## src/rtl/m_wbuart_pkg.sv

```systemverilog
// Shared definitions for the Wishbone UART: register offsets, STATUS bit
// positions, FSM state types and a STATUS packing helper. Board tops that
// talk to the UART import this package for the same offsets and bit numbers.
package m_wbuart_pkg;

  // Register select (core ADR_O[2])
  localparam logic ADR_DATA   = 1'b0;
  localparam logic ADR_STATUS = 1'b1;

  // STATUS bit positions; the clear bits of a STATUS write share them
  localparam int ST_RXVALID = 0;
  localparam int ST_TXFULL  = 1;
  localparam int ST_TXIDLE  = 2;
  localparam int ST_OVERRUN = 3;
  localparam int ST_FRAMING = 4;

  typedef enum logic [1:0] {
    TX_IDLE,
    TX_START,
    TX_DATA,
    TX_STOP
  } tx_state_t;

  typedef enum logic [2:0] {
    RX_IDLE,
    RX_START,
    RX_DATA,
    RX_STOP,
    RX_WAIT
  } rx_state_t;

  function automatic logic [7:0] pack_status(input logic framing, input logic overrun,
                                             input logic txidle, input logic txfull,
                                             input logic rxvalid);
    logic [7:0] s;
    s             = 8'h00;
    s[ST_FRAMING] = framing;
    s[ST_OVERRUN] = overrun;
    s[ST_TXIDLE]  = txidle;
    s[ST_TXFULL]  = txfull;
    s[ST_RXVALID] = rxvalid;
    return s;
  endfunction

endpackage

```

## src/rtl/m_wbuart_if.sv

```systemverilog
// Wishbone slave bus bundle for m_wbuart.
//   STB_I  strobe (already address-decoded)   WE_I  write enable
//   ADR_I  0=DATA, 1=STATUS                    DAT_I write data
//   ACK_O  acknowledge                         DAT_O read data (0 when ACK_O=0)
interface m_wbuart_if;
  logic       STB_I;
  logic       WE_I;
  logic       ADR_I;
  logic [7:0] DAT_I;
  logic       ACK_O;
  logic [7:0] DAT_O;

  modport slave (
    input  STB_I, WE_I, ADR_I, DAT_I,
    output ACK_O, DAT_O
  );

  modport master (
    output STB_I, WE_I, ADR_I, DAT_I,
    input  ACK_O, DAT_O
  );
endinterface

```

## src/rtl/m_uart_rx.sv

```systemverilog
// 8N1 UART receiver.
//   clk, rst   system clock, synchronous active-high reset
//   rx         asynchronous serial input
//   rx_byte    last assembled byte (valid when done pulses)
//   done       1-cycle pulse: a frame with a good stop bit completed
//   frame_err  1-cycle pulse: the stop bit was sampled as 0
module m_uart_rx
  import m_wbuart_pkg::*;
#(
  parameter int CLKDIV = 286
) (
  input  logic       clk,
  input  logic       rst,
  input  logic       rx,
  output logic [7:0] rx_byte,
  output logic       done,
  output logic       frame_err
);

  localparam logic [15:0] DIV_M1  = 16'(CLKDIV - 1);
  localparam logic [15:0] HALF_M1 = 16'((CLKDIV / 2) - 1);

  logic [1:0] sync;
  logic       s;
  logic       s_d;
  rx_state_t  state;
  logic [15:0] cnt;
  logic [2:0]  bitn;
  logic        sample_data;

  assign s           = sync[1];
  assign sample_data = (state == RX_DATA) && (cnt == 16'd0);

  // Synchroniser and prior-value flop reset to the idle level so a reset
  // never manufactures a falling edge.
  always_ff @(posedge clk) begin
    if (rst) begin
      sync      <= 2'b11;
      s_d       <= 1'b1;
      state     <= RX_IDLE;
      cnt       <= 16'd0;
      bitn      <= 3'd0;
      done      <= 1'b0;
      frame_err <= 1'b0;
    end else begin
      sync      <= {sync[0], rx};
      s_d       <= s;
      done      <= 1'b0;
      frame_err <= 1'b0;
      case (state)
        RX_IDLE: begin
          if (s_d && !s) begin
            state <= RX_START;
            cnt   <= HALF_M1;
          end
        end
        RX_START: begin
          if (cnt == 16'd0) begin
            if (s) begin
              state <= RX_IDLE;          // glitch, not a start bit
            end else begin
              state <= RX_DATA;
              cnt   <= DIV_M1;
              bitn  <= 3'd0;
            end
          end else begin
            cnt <= cnt - 16'd1;
          end
        end
        RX_DATA: begin
          if (cnt == 16'd0) begin
            cnt <= DIV_M1;
            if (bitn == 3'd7) state <= RX_STOP;
            else              bitn  <= bitn + 3'd1;
          end else begin
            cnt <= cnt - 16'd1;
          end
        end
        RX_STOP: begin
          if (cnt == 16'd0) begin
            if (s) begin
              done  <= 1'b1;
              state <= RX_IDLE;
            end else begin
              frame_err <= 1'b1;
              state     <= RX_WAIT;
            end
          end else begin
            cnt <= cnt - 16'd1;
          end
        end
        RX_WAIT: begin
          if (s) state <= RX_IDLE;
        end
        default: state <= RX_IDLE;
      endcase
    end
  end

  // Data bits arrive LSB first
  always_ff @(posedge clk) begin
    if (sample_data) rx_byte <= {s, rx_byte[7:1]};
  end

endmodule

```

## src/rtl/m_wbuart.sv

```systemverilog
// Wishbone-slave 8N1 UART.
//   CLK_I, RST_I  system clock, synchronous active-high reset
//   wb            Wishbone slave (STB_I, WE_I, ADR_I, DAT_I, ACK_O, DAT_O)
//   uart_tx       serial out, idle high
//   uart_rx       serial in, asynchronous
// DATA write pushes into the TX FIFO (dropped when full), DATA read returns
// the RX holding register and clears rxvalid. STATUS read returns
// {3'b0, framing, overrun, txidle, txfull, rxvalid}; STATUS write bits 3/4
// clear overrun/framing.
module m_wbuart
  import m_wbuart_pkg::*;
#(
  parameter int CLKDIV      = 286,
  parameter int TXDEPTHLOG2 = 2
) (
  input  logic       CLK_I,
  input  logic       RST_I,
  m_wbuart_if.slave  wb,
  output logic       uart_tx,
  input  logic       uart_rx
);

  localparam int DEPTH = 1 << TXDEPTHLOG2;
  localparam int CW    = TXDEPTHLOG2 + 1;
  localparam logic [CW-1:0] FULL_CNT = CW'(DEPTH);
  localparam logic [15:0]   DIV_M1   = 16'(CLKDIV - 1);

  logic       ack_p1;
  logic [7:0] rdat_p1;
  logic       take, rd_data, wr_status, push, pop, txfull, txidle;
  logic [7:0] status;

  logic       rxvalid, overrun, framing;
  logic [7:0] rx_hold;
  logic [7:0] rx_byte;
  logic       rx_done, rx_ferr;
  logic       set_overrun;

  logic [7:0]             mem [DEPTH];
  logic [TXDEPTHLOG2-1:0] wr_ptr, rd_ptr;
  logic [CW-1:0]          count;

  tx_state_t   tx_state;
  logic [15:0] tx_cnt;
  logic [2:0]  tx_bit;
  logic [7:0]  tx_sh;
  logic        tx_shift;

  m_uart_rx #(.CLKDIV(CLKDIV)) u_rx (
    .clk       (CLK_I),
    .rst       (RST_I),
    .rx        (uart_rx),
    .rx_byte   (rx_byte),
    .done      (rx_done),
    .frame_err (rx_ferr)
  );

  // Access decode: a strobe is taken only while no acknowledge is pending
  assign take      = wb.STB_I & ~ack_p1;
  assign rd_data   = take & ~wb.WE_I & (wb.ADR_I == ADR_DATA);
  assign wr_status = take &  wb.WE_I & (wb.ADR_I == ADR_STATUS);
  assign push      = take &  wb.WE_I & (wb.ADR_I == ADR_DATA) & ~txfull;

  assign txfull = (count == FULL_CNT);
  assign txidle = (count == '0) && (tx_state == TX_IDLE);
  // Pop from IDLE, or straight out of a finishing stop bit for back-to-back frames
  assign pop = (count != '0) &&
               ((tx_state == TX_IDLE) || ((tx_state == TX_STOP) && (tx_cnt == 16'd0)));

  // A read racing a completing byte clears the old byte, so no overrun
  assign set_overrun = rx_done & rxvalid & ~rd_data;

  assign status = pack_status(framing, overrun, txidle, txfull, rxvalid);

  // Response stage p1
  always_ff @(posedge CLK_I) begin
    if (RST_I) ack_p1 <= 1'b0;
    else       ack_p1 <= take;
  end

  always_ff @(posedge CLK_I) begin
    if (take) rdat_p1 <= (wb.ADR_I == ADR_STATUS) ? status : rx_hold;
  end

  assign wb.ACK_O = ack_p1;
  assign wb.DAT_O = ack_p1 ? rdat_p1 : 8'h00;

  // RX flags: a new event wins over a clear in the same cycle
  always_ff @(posedge CLK_I) begin
    if (RST_I) begin
      rxvalid <= 1'b0;
      overrun <= 1'b0;
      framing <= 1'b0;
    end else begin
      rxvalid <= rx_done | (rxvalid & ~rd_data);
      overrun <= set_overrun | (overrun & ~(wr_status & wb.DAT_I[ST_OVERRUN]));
      framing <= rx_ferr     | (framing & ~(wr_status & wb.DAT_I[ST_FRAMING]));
    end
  end

  always_ff @(posedge CLK_I) begin
    if (rx_done) rx_hold <= rx_byte;
  end

  // TX FIFO control
  always_ff @(posedge CLK_I) begin
    if (RST_I) begin
      wr_ptr <= '0;
      rd_ptr <= '0;
      count  <= '0;
    end else begin
      if (push) wr_ptr <= wr_ptr + 1'b1;
      if (pop)  rd_ptr <= rd_ptr + 1'b1;
      case ({push, pop})
        2'b10:   count <= count + 1'b1;
        2'b01:   count <= count - 1'b1;
        default: count <= count;
      endcase
    end
  end

  always_ff @(posedge CLK_I) begin
    if (push) mem[wr_ptr] <= wb.DAT_I;
  end

  // TX shifter: each state/bit lasts CLKDIV cycles on a down-counter
  assign tx_shift = (tx_state == TX_DATA) && (tx_cnt == 16'd0) && (tx_bit != 3'd7);

  always_ff @(posedge CLK_I) begin
    if (RST_I) begin
      tx_state <= TX_IDLE;
      tx_cnt   <= 16'd0;
      tx_bit   <= 3'd0;
      uart_tx  <= 1'b1;
    end else begin
      case (tx_state)
        TX_IDLE: begin
          uart_tx <= 1'b1;
          if (pop) begin
            tx_state <= TX_START;
            tx_cnt   <= DIV_M1;
            uart_tx  <= 1'b0;
          end
        end
        TX_START: begin
          if (tx_cnt == 16'd0) begin
            tx_state <= TX_DATA;
            tx_cnt   <= DIV_M1;
            tx_bit   <= 3'd0;
            uart_tx  <= tx_sh[0];
          end else begin
            tx_cnt <= tx_cnt - 16'd1;
          end
        end
        TX_DATA: begin
          if (tx_cnt == 16'd0) begin
            tx_cnt <= DIV_M1;
            if (tx_bit == 3'd7) begin
              tx_state <= TX_STOP;
              uart_tx  <= 1'b1;
            end else begin
              tx_bit  <= tx_bit + 3'd1;
              uart_tx <= tx_sh[1];
            end
          end else begin
            tx_cnt <= tx_cnt - 16'd1;
          end
        end
        TX_STOP: begin
          if (tx_cnt == 16'd0) begin
            if (pop) begin
              tx_state <= TX_START;
              tx_cnt   <= DIV_M1;
              uart_tx  <= 1'b0;
            end else begin
              tx_state <= TX_IDLE;
            end
          end else begin
            tx_cnt <= tx_cnt - 16'd1;
          end
        end
        default: tx_state <= TX_IDLE;
      endcase
    end
  end

  always_ff @(posedge CLK_I) begin
    if (pop)           tx_sh <= mem[rd_ptr];
    else if (tx_shift) tx_sh <= {1'b0, tx_sh[7:1]};
  end

endmodule

```

## src/flat_wrapper.sv

```systemverilog
// flat-port wrapper written by rule: the top's interface ports become plain ports
module m_wbuart_flat import m_wbuart_pkg::*;
#(
  parameter int CLKDIV      = 286,
  parameter int TXDEPTHLOG2 = 2
)
  (CLK_I, RST_I, uart_tx, uart_rx, wb_STB_I, wb_WE_I, wb_ADR_I, wb_DAT_I, wb_ACK_O, wb_DAT_O);
  m_wbuart_if wb_i ();
  input  logic CLK_I;
  input  logic RST_I;
  output logic uart_tx;
  input  logic uart_rx;
  input wire logic [$bits(wb_i.STB_I)-1:0] wb_STB_I;
  input wire logic [$bits(wb_i.WE_I)-1:0] wb_WE_I;
  input wire logic [$bits(wb_i.ADR_I)-1:0] wb_ADR_I;
  input wire logic [$bits(wb_i.DAT_I)-1:0] wb_DAT_I;
  output wire logic [$bits(wb_i.ACK_O)-1:0] wb_ACK_O;
  output wire logic [$bits(wb_i.DAT_O)-1:0] wb_DAT_O;
  assign wb_i.STB_I = wb_STB_I;
  assign wb_i.WE_I = wb_WE_I;
  assign wb_i.ADR_I = wb_ADR_I;
  assign wb_i.DAT_I = wb_DAT_I;
  assign wb_ACK_O = wb_i.ACK_O;
  assign wb_DAT_O = wb_i.DAT_O;
  m_wbuart #(.CLKDIV(CLKDIV), .TXDEPTHLOG2(TXDEPTHLOG2)) u_core (.CLK_I(CLK_I), .RST_I(RST_I), .wb(wb_i), .uart_tx(uart_tx), .uart_rx(uart_rx));
endmodule
```

## config.mk

```make
export PLATFORM = sky130hd
export DESIGN_NAME = m_wbuart_flat
export DESIGN_NICKNAME = d
export VERILOG_FILES = /design/src/rtl/m_wbuart_pkg.sv /design/src/rtl/m_wbuart_if.sv /design/src/rtl/m_uart_rx.sv /design/src/rtl/m_wbuart.sv /design/src/flat_wrapper.sv
export SDC_FILE = /design/constraint.sdc
export NUM_CORES = 1
export LEC_CHECK = 0
export CORE_MARGIN = 1.5
export CORE_UTILIZATION = 60
export CTS_BUF_LIST = sky130_fd_sc_hd__clkbuf_16
export DETAILED_ROUTE_END_ITERATION = 7
export PLACE_DENSITY = 0.79
export SLEW_MARGIN = 20
export SYNTH_ARGS = -nofsm -noshare
export SYNTH_HDL_FRONTEND = slang
export SYNTH_HIERARCHICAL = 1
export SYNTH_SLANG_ARGS = --single-unit
```

## constraint.sdc

```tcl
create_clock -name CLK_I -period 4.02 [get_ports CLK_I]
set_clock_uncertainty 0.05 [all_clocks]
set_input_delay 1.005 -clock CLK_I [delete_from_list [all_inputs] [get_ports CLK_I]]
set_output_delay 1.005 -clock CLK_I [all_outputs]
set_load 0.005 [all_outputs]
```

Yosys cells after proc, flatten, opt, wreduce, memory -nomap -nowiden:

Memories as Yosys holds them, arrays and structs flattened. A register that Yosys moved wholly into a read port is not among the register bits.
Cells that the tools add are included.

* reduce and logical (&&, ||, !) cells: 28
* bitwise operators: 26
* mux-type cells: 53
* $add $sub $neg: 8
* eq/ne operators: 30

Operators with widths (count)
* 2-to-1 mux 16 bit: 8
* one-hot mux 16 bit (4 select lines): 1
* one-hot mux 16 bit (3 select lines): 1
* 2-to-1 mux 3 bit: 14
* logical NOT 16 bit: 2
* subtractor 16 x 1 -> 16 bit, second input constant: 2
* 2-to-1 mux 8 bit: 3
* != test 2 bit, second input constant: 10
* one-hot mux 3 bit (2 select lines): 3
* 2-to-1 mux 2 bit: 8
* one-hot mux 3 bit (5 select lines): 1
* bitwise AND 1 bit: 14
* equality test 3 bit, second input constant: 4
* != test 2 x 1 -> 1 bit, second input constant: 6
* AND reduction 4 bit: 3
* 2-to-1 mux 1 bit: 11
* AND reduction 5 bit: 2
* adder 3 x 1 -> 3 bit, second input constant: 3
* NOT 1 bit: 9
* one-hot mux 2 bit (4 select lines): 1
* nonzero test 2 bit: 4
* logical AND 1 bit: 7
* equality test 2 bit, second input constant: 3
* equality test 3 x 2 -> 1 bit, second input constant: 2
* other kinds (17): 23

* memories: 1
* bits of input ports: 14
* output and inout port bits: 10
* register bits after elaboration: 92
* memory bits (writable): 32

Memory list
* u_core.mem: words 4, bits a word 8, rd ports 1, clocked after Yosys merged registers in 1, wr ports 1, line m_wbuart.sv:39 `logic [7:0] mem [DEPTH];`

Longest topological paths before layout:

* depth after elaboration: 8
* gate-level depth with buffers: 13

Modules after synthesis:

Netlist, hierarchy kept.

By module, submodules not included
* m_wbuart: sequential area each 2382.3 µm², area each 4121.5 µm², instances 1, cells an instance 329
* m_uart_rx: sequential area each 780.7 µm², area each 1707.9 µm², instances 1, cells an instance 177

Worst setup path before layout:

OpenSTA, ideal clock, no wires.

* kind: input to register
* from: input port wb_STB_I
* to: register u_core.count[2]
* library setup time: 70 ps
* path buffers: 0
* path slack: 928 ps
* arrival: 2972 ps
* data required time: 3900 ps
* stages on the path: 9
* cell sequence: nand2b_1 -> a2111oi_1 -> inv_1 -> ha_1 -> inv_1 -> fa_1 -> xor2_1 -> or3_1 -> a21oi_1

* word-level cells in the longest chain between the ends: 6
* elaborated cells between the ends (all ways): 8

Ends and longest elaborated chain
* start: declaration: line flat_wrapper.sv:13 `input wire logic [$bits(wb_i.STB_I)-1:0] wb_STB_I;`
* bitwise AND 1 bit *: line m_wbuart.sv:59 `assign take = wb.STB_I & ~ack_p1;`
* bitwise AND 1 bit * (3 in a row): line m_wbuart.sv:62 `assign push = take & wb.WE_I & (wb.ADR_I == ADR_DATA) & ~txfull;`
* equality test 2 x 1 -> 1 bit / equality test 2 bit (equally long branches): line m_wbuart.sv:114 `case ({push, pop})`
* one-hot mux 3 bit (2 select lines) / nonzero test 2 bit (equally long branches)
* end signal: assignment: line m_wbuart.sv:115 `2'b10: count <= count + 1'b1;`
* end signal: assignment: line m_wbuart.sv:116 `2'b01: count <= count - 1'b1;`
* end signal: assignment: line m_wbuart.sv:117 `default: count <= count;`
* end: declaration: line m_wbuart.sv:41 `logic [CW-1:0] count;`

Mark *: on every way between the ends. The rest lies on a longest branch, timed or not.
A chain may end at the register's enable or synchronous reset.

Worst setup path in the final report:

* from: register u_core.tx_cnt[2]
* to: register u_core.count[2]

* word-level cells in the longest chain between the ends: 6
* elaborated cells between the ends (all ways): 8

Ends and longest elaborated chain
* start: declaration: line m_wbuart.sv:44 `logic [15:0] tx_cnt;`
* start signal: assignment: line m_wbuart.sv:152 `tx_cnt <= tx_cnt - 16'd1;`
* start signal: assignment: line m_wbuart.sv:166 `tx_cnt <= tx_cnt - 16'd1;`
* start signal: assignment: line m_wbuart.sv:179 `tx_cnt <= tx_cnt - 16'd1;`
* logical NOT 16 bit *: line m_wbuart.sv:68 `((tx_state == TX_IDLE) || ((tx_state == TX_STOP) && (tx_cnt == 16'd0)));`
* logical AND 1 bit *: line m_wbuart.sv:68
* logical OR 1 bit *: line m_wbuart.sv:68
* logical AND 1 bit *: line m_wbuart.sv:67 `assign pop = (count != '0) &&`
* net u_core.pop: line m_wbuart.sv:30 `logic take, rd_data, wr_status, push, pop, txfull, txidle;`
* equality test 2 x 1 -> 1 bit / equality test 2 bit (equally long branches): line m_wbuart.sv:114
* one-hot mux 3 bit (2 select lines) / nonzero test 2 bit (equally long branches)

Mark *: on every way through the listed nets, which the timed path passes. The rest lies on a longest branch.

==> reports/results.txt <==
status: finished clean
starting DRC count in detailed routing: 269
Mapped Avg Cell Area: 11.5 um2
switching portion of total power: 37.8%
share of the synthesized area in the top cell type: 33.0%
Cells after DPL: 646
die area: 10,300 um2
DR vias/cell: 5.94
Syn Nets: 539
wire per inst: 16.5 um
FF+latch count, synth: 126
Crit. End Element: flip-flop
multi-input logic area: 2490 um2
Logic pwr share: 38.6%
Synth area leader: edfxtp_1
clock share of power: 27.7%
crit path kind: flip-flop to flip-flop
Yosys cell types: 75
final worst-path cycle share: 77.6%
Psw: 2.05 mW
Setup Slack @ Placement: 0.622 ns
final worst slack: 0.900 ns
Total GRT Usage: 23.7%
r2r startpoint: u_core/tx_cnt[2]$_SDFF_PP0_
cts bufs inserted: 17
Hold Crit Start: u_core/u_rx/sync[0]$_SDFF_PP1_
peak fanout along the critical path: 7
most frequent cells after synthesis: 64 x edfxtp_1, 62 x dfxtp_1, 41 x nor2_1
CP max stage cell: nor4_1
fin. max-slew vios: 0
total number of vias: 4,027
largest net degree at the start of global routing: 26
Worst Reg-to-Reg Cells: 10
ANT nets after route: 0
Hold Crit Endpoint: u_core/u_rx/sync[1]$_SDFF_PP1_
# DRC: 0
clk_lat worst skew: 0.41 ns
Power Dens Cells: 803 nW/um2
initial antenna violation count: 0
crit-path cells: nor4_1 > and4_1 > o21bai_1 > inv_1 > ha_1 > inv_1 > fa_1 > xor2_1 > or3_1 > a21oi_1
dpl cell area: 6190 um2
CP delay by family, top: simple AND/OR/NAND/NOR gates
P_int: 3.39 mW
vias in the first global route: 3,910
RD Place Congestion: 0.861
CTS clk-pin slew, worst paths: 0.06 ns
Yosys warning total: 6
Hold Fails Final Rpt: 0
Buffers on Ports: 23
Setup TNS Final: 0 ns
Worst slew margin: 38.5%
ANT cells: 0
Post-synth ARST share: 0%
Worst Path Buf+Inv: 2
FF/Latch Area: 3160 um2
H-tree depth: 4
Final #Nets: 569
EDFF count, synth: 64
post-route cell area: 6780 um2
CTS resizes: 0
most frequent CP cell: inv_1
Critical Path Max Stage Delay: 0.77 ns
global-route wire length before repair: 18,900 um
number of max-cap violations: 0
# clock sinks: 126
Post-DP HPWL: 7460 um
measured slew at the worst slew-check pin: 0.914 ns
Mapped Cells: 506
final WL: 11,200 um
Core Area: 9330 um2
Pleak: 2.38 nW
Hold Path Class: flip-flop to flip-flop
Initial DRT Pass Iterations: 5
fin cells: 678
layout cells sized above 1: 15.7%
Area contributors post-synth: edfxtp_1 33%, dfxtp_1 21%, ha_1 3.9%
GR Overflow Total: 0
Clock Tree Buf Depth: 2
die height: 102 um
maximum VDD drop: 563 uV
num rows: 35
crit path DAT: 3.40 ns
Fill cells: 652
Crit Reg-Reg Endpoint: u_core/count[2]$_SDFFE_PP0P_
# IOs: 24
Initial Util: 62.5%
RSZ-0062 raised after global routing: false
Hold Crit Depth: 1
Flop pwr share: 33.8%
CP startpoint kind: flip-flop
Seq/Total Area, Yosys: 54.3%
Area growth syn-to-layout: 16.2%
die width: 102 um
post-CTS setup buffer count: 0
most frequent cell after synthesis: edfxtp_1
CP required: 4.30 ns
R2R setup slack: 0.90 ns
Mapped Area: 5830 um2
Min Hold Slack: 0.369 ns
Post-synth top flop: edfxtp_1
clk root buf: clkbuf_16
Tmin final: 3.12 ns
fmax: 321 MHz
hold-fix buffers at CTS: 0
CTS tree: done
Setup Viol. Count Final: 0
==> worst register-to-register path: stages (launching register included) <==
cell      delay, ns
dfxtp_1        0.38
nor4_1         0.78
and4_1         0.39
o21bai_1       0.10
inv_1          0.08
ha_1           0.19
inv_1          0.07
fa_1           0.37
xor2_1         0.16
or3_1          0.30
a21oi_1        0.18
==> power groups by stage <==
| stage | clock, mW | combinational (mW) | sequential [mW] |
|---|---|---|---|
| global placement | 0 | 1.98 | 1.84 |
| global route | 1.58 | 2.31 | 1.87 |
| finish | 1.50 | 2.10 | 1.84 |
| CTS | 1.53 | 2.08 | 1.83 |
| detailed placement | 0 | 2.04 | 1.86 |
| floorplan | 0 | 1.67 | 1.77 |
==> per-layer routing <==
layer | vias to the layer above | track usage [%] | part of all wire (%)
met5 | - | 0 | 0
met3 | 12 | 6.07 | 5.5
met4 | 0 | 8.12 | 1.0
li1 | 1980 | - | -
met2 | 119 | 40.2 | 51
met1 | 1916 | 29.6 | 43
==> worst max-delay path by stage <==
stage	endpoint	start	slack, ns	cells after the start
3_5_place_dp	u_core/count[2]$_SDFFE_PP0P_	wb_STB_I	0.62	11
5_1_grt	u_core/count[2]$_SDFFE_PP0P_	u_core/tx_cnt[2]$_SDFF_PP0_	0.81	10
4_1_cts	u_core/count[2]$_SDFFE_PP0P_	u_core/tx_cnt[2]$_SDFF_PP0_	1.04	10
3_3_place_gp	u_core/count[2]$_SDFFE_PP0P_	wb_STB_I	0.75	11
6_report	u_core/count[2]$_SDFFE_PP0P_	u_core/tx_cnt[2]$_SDFF_PP0_	0.90	10
2_1_floorplan	u_core/count[2]$_SDFFE_PP0P_	wb_STB_I	0.93	9
==> metrics by stage <==
| stage | util [%] | power [mW] |
|---|---|---|
| floorplan | - | 3.44 |
| global placement | 66.4 | 3.82 |
| detailed placement | 66.4 | 3.89 |
| CTS | 72.6 | 5.43 |
| global route | 72.6 | 5.77 |
| finish | 72.6 | 5.44 |
==> cell families (layout without fill, tap and decap cells) <==
| group | after synthesis | after routing | share of synthesized area [%] |
|---|---|---|---|
| AO/OA/AOI/OAI | 112 | 112 | 13.7 |
| XOR/XNOR | 13 | 13 | 1.95 |
| adder cells (fa/ha/maj) | 19 | 19 | 4.21 |
| buffers and inverters | 43 | 86 | 2.98 |
| flip-flops | 126 | 126 | 54.3 |
| multiplexers | 25 | 25 | 6.27 |
| AND/OR/NAND/NOR | 168 | 168 | 16.7 |
==> cells in the final DEF (no fill, tap or decap), types with 12 or more instances in the layout <==
cell / Yosys / final
edfxtp_1: 64 / 64
dfxtp_1: 62 / 62
nor2_1: 41 / 41
a21oi_1: 32 / 32
clkdlybuf4s50_1: 0 / 23
inv_1: 23 / 23
nand2_1: 23 / 23
ha_1: 18 / 18
clkbuf_16: 0 / 17
and2_1: 13 / 13
o21ai_0: 13 / 13
nor3_1: 12 / 12
mux2_2: 12 / 12
==> layout make-up <==
| type | instances | share of cell area [%] |
|---|---|---|
| clock buffer | 17 | 6.28 |
| multi-input combinational | 337 | 36.8 |
| timing repair buffer | 30 | 4.17 |
| tap | 129 | 2.38 |
| clock inverter | 15 | 2.36 |
| inverter | 24 | 1.33 |
| sequential | 126 | 46.7 |
==> sequential cells by signal, summed over array words and instances, names as in the netlist, 2 cells and up, named ones only <==
name / flops
u_core/rx_hold: 8
u_core/u_rx/rx_byte: 8
u_core/tx_cnt: 16
u_core/mem: 32
u_core/wr_ptr: 2
u_core/rd_ptr: 2
u_core/count: 3
u_core/rdat_p1: 8
u_core/u_rx/sync: 2
u_core/u_rx/state: 3
u_core/u_rx/cnt: 16
u_core/tx_bit: 3
u_core/tx_sh: 8
u_core/u_rx/bitn: 3
u_core/tx_state: 2
Power figures use the tool's default switching activity.
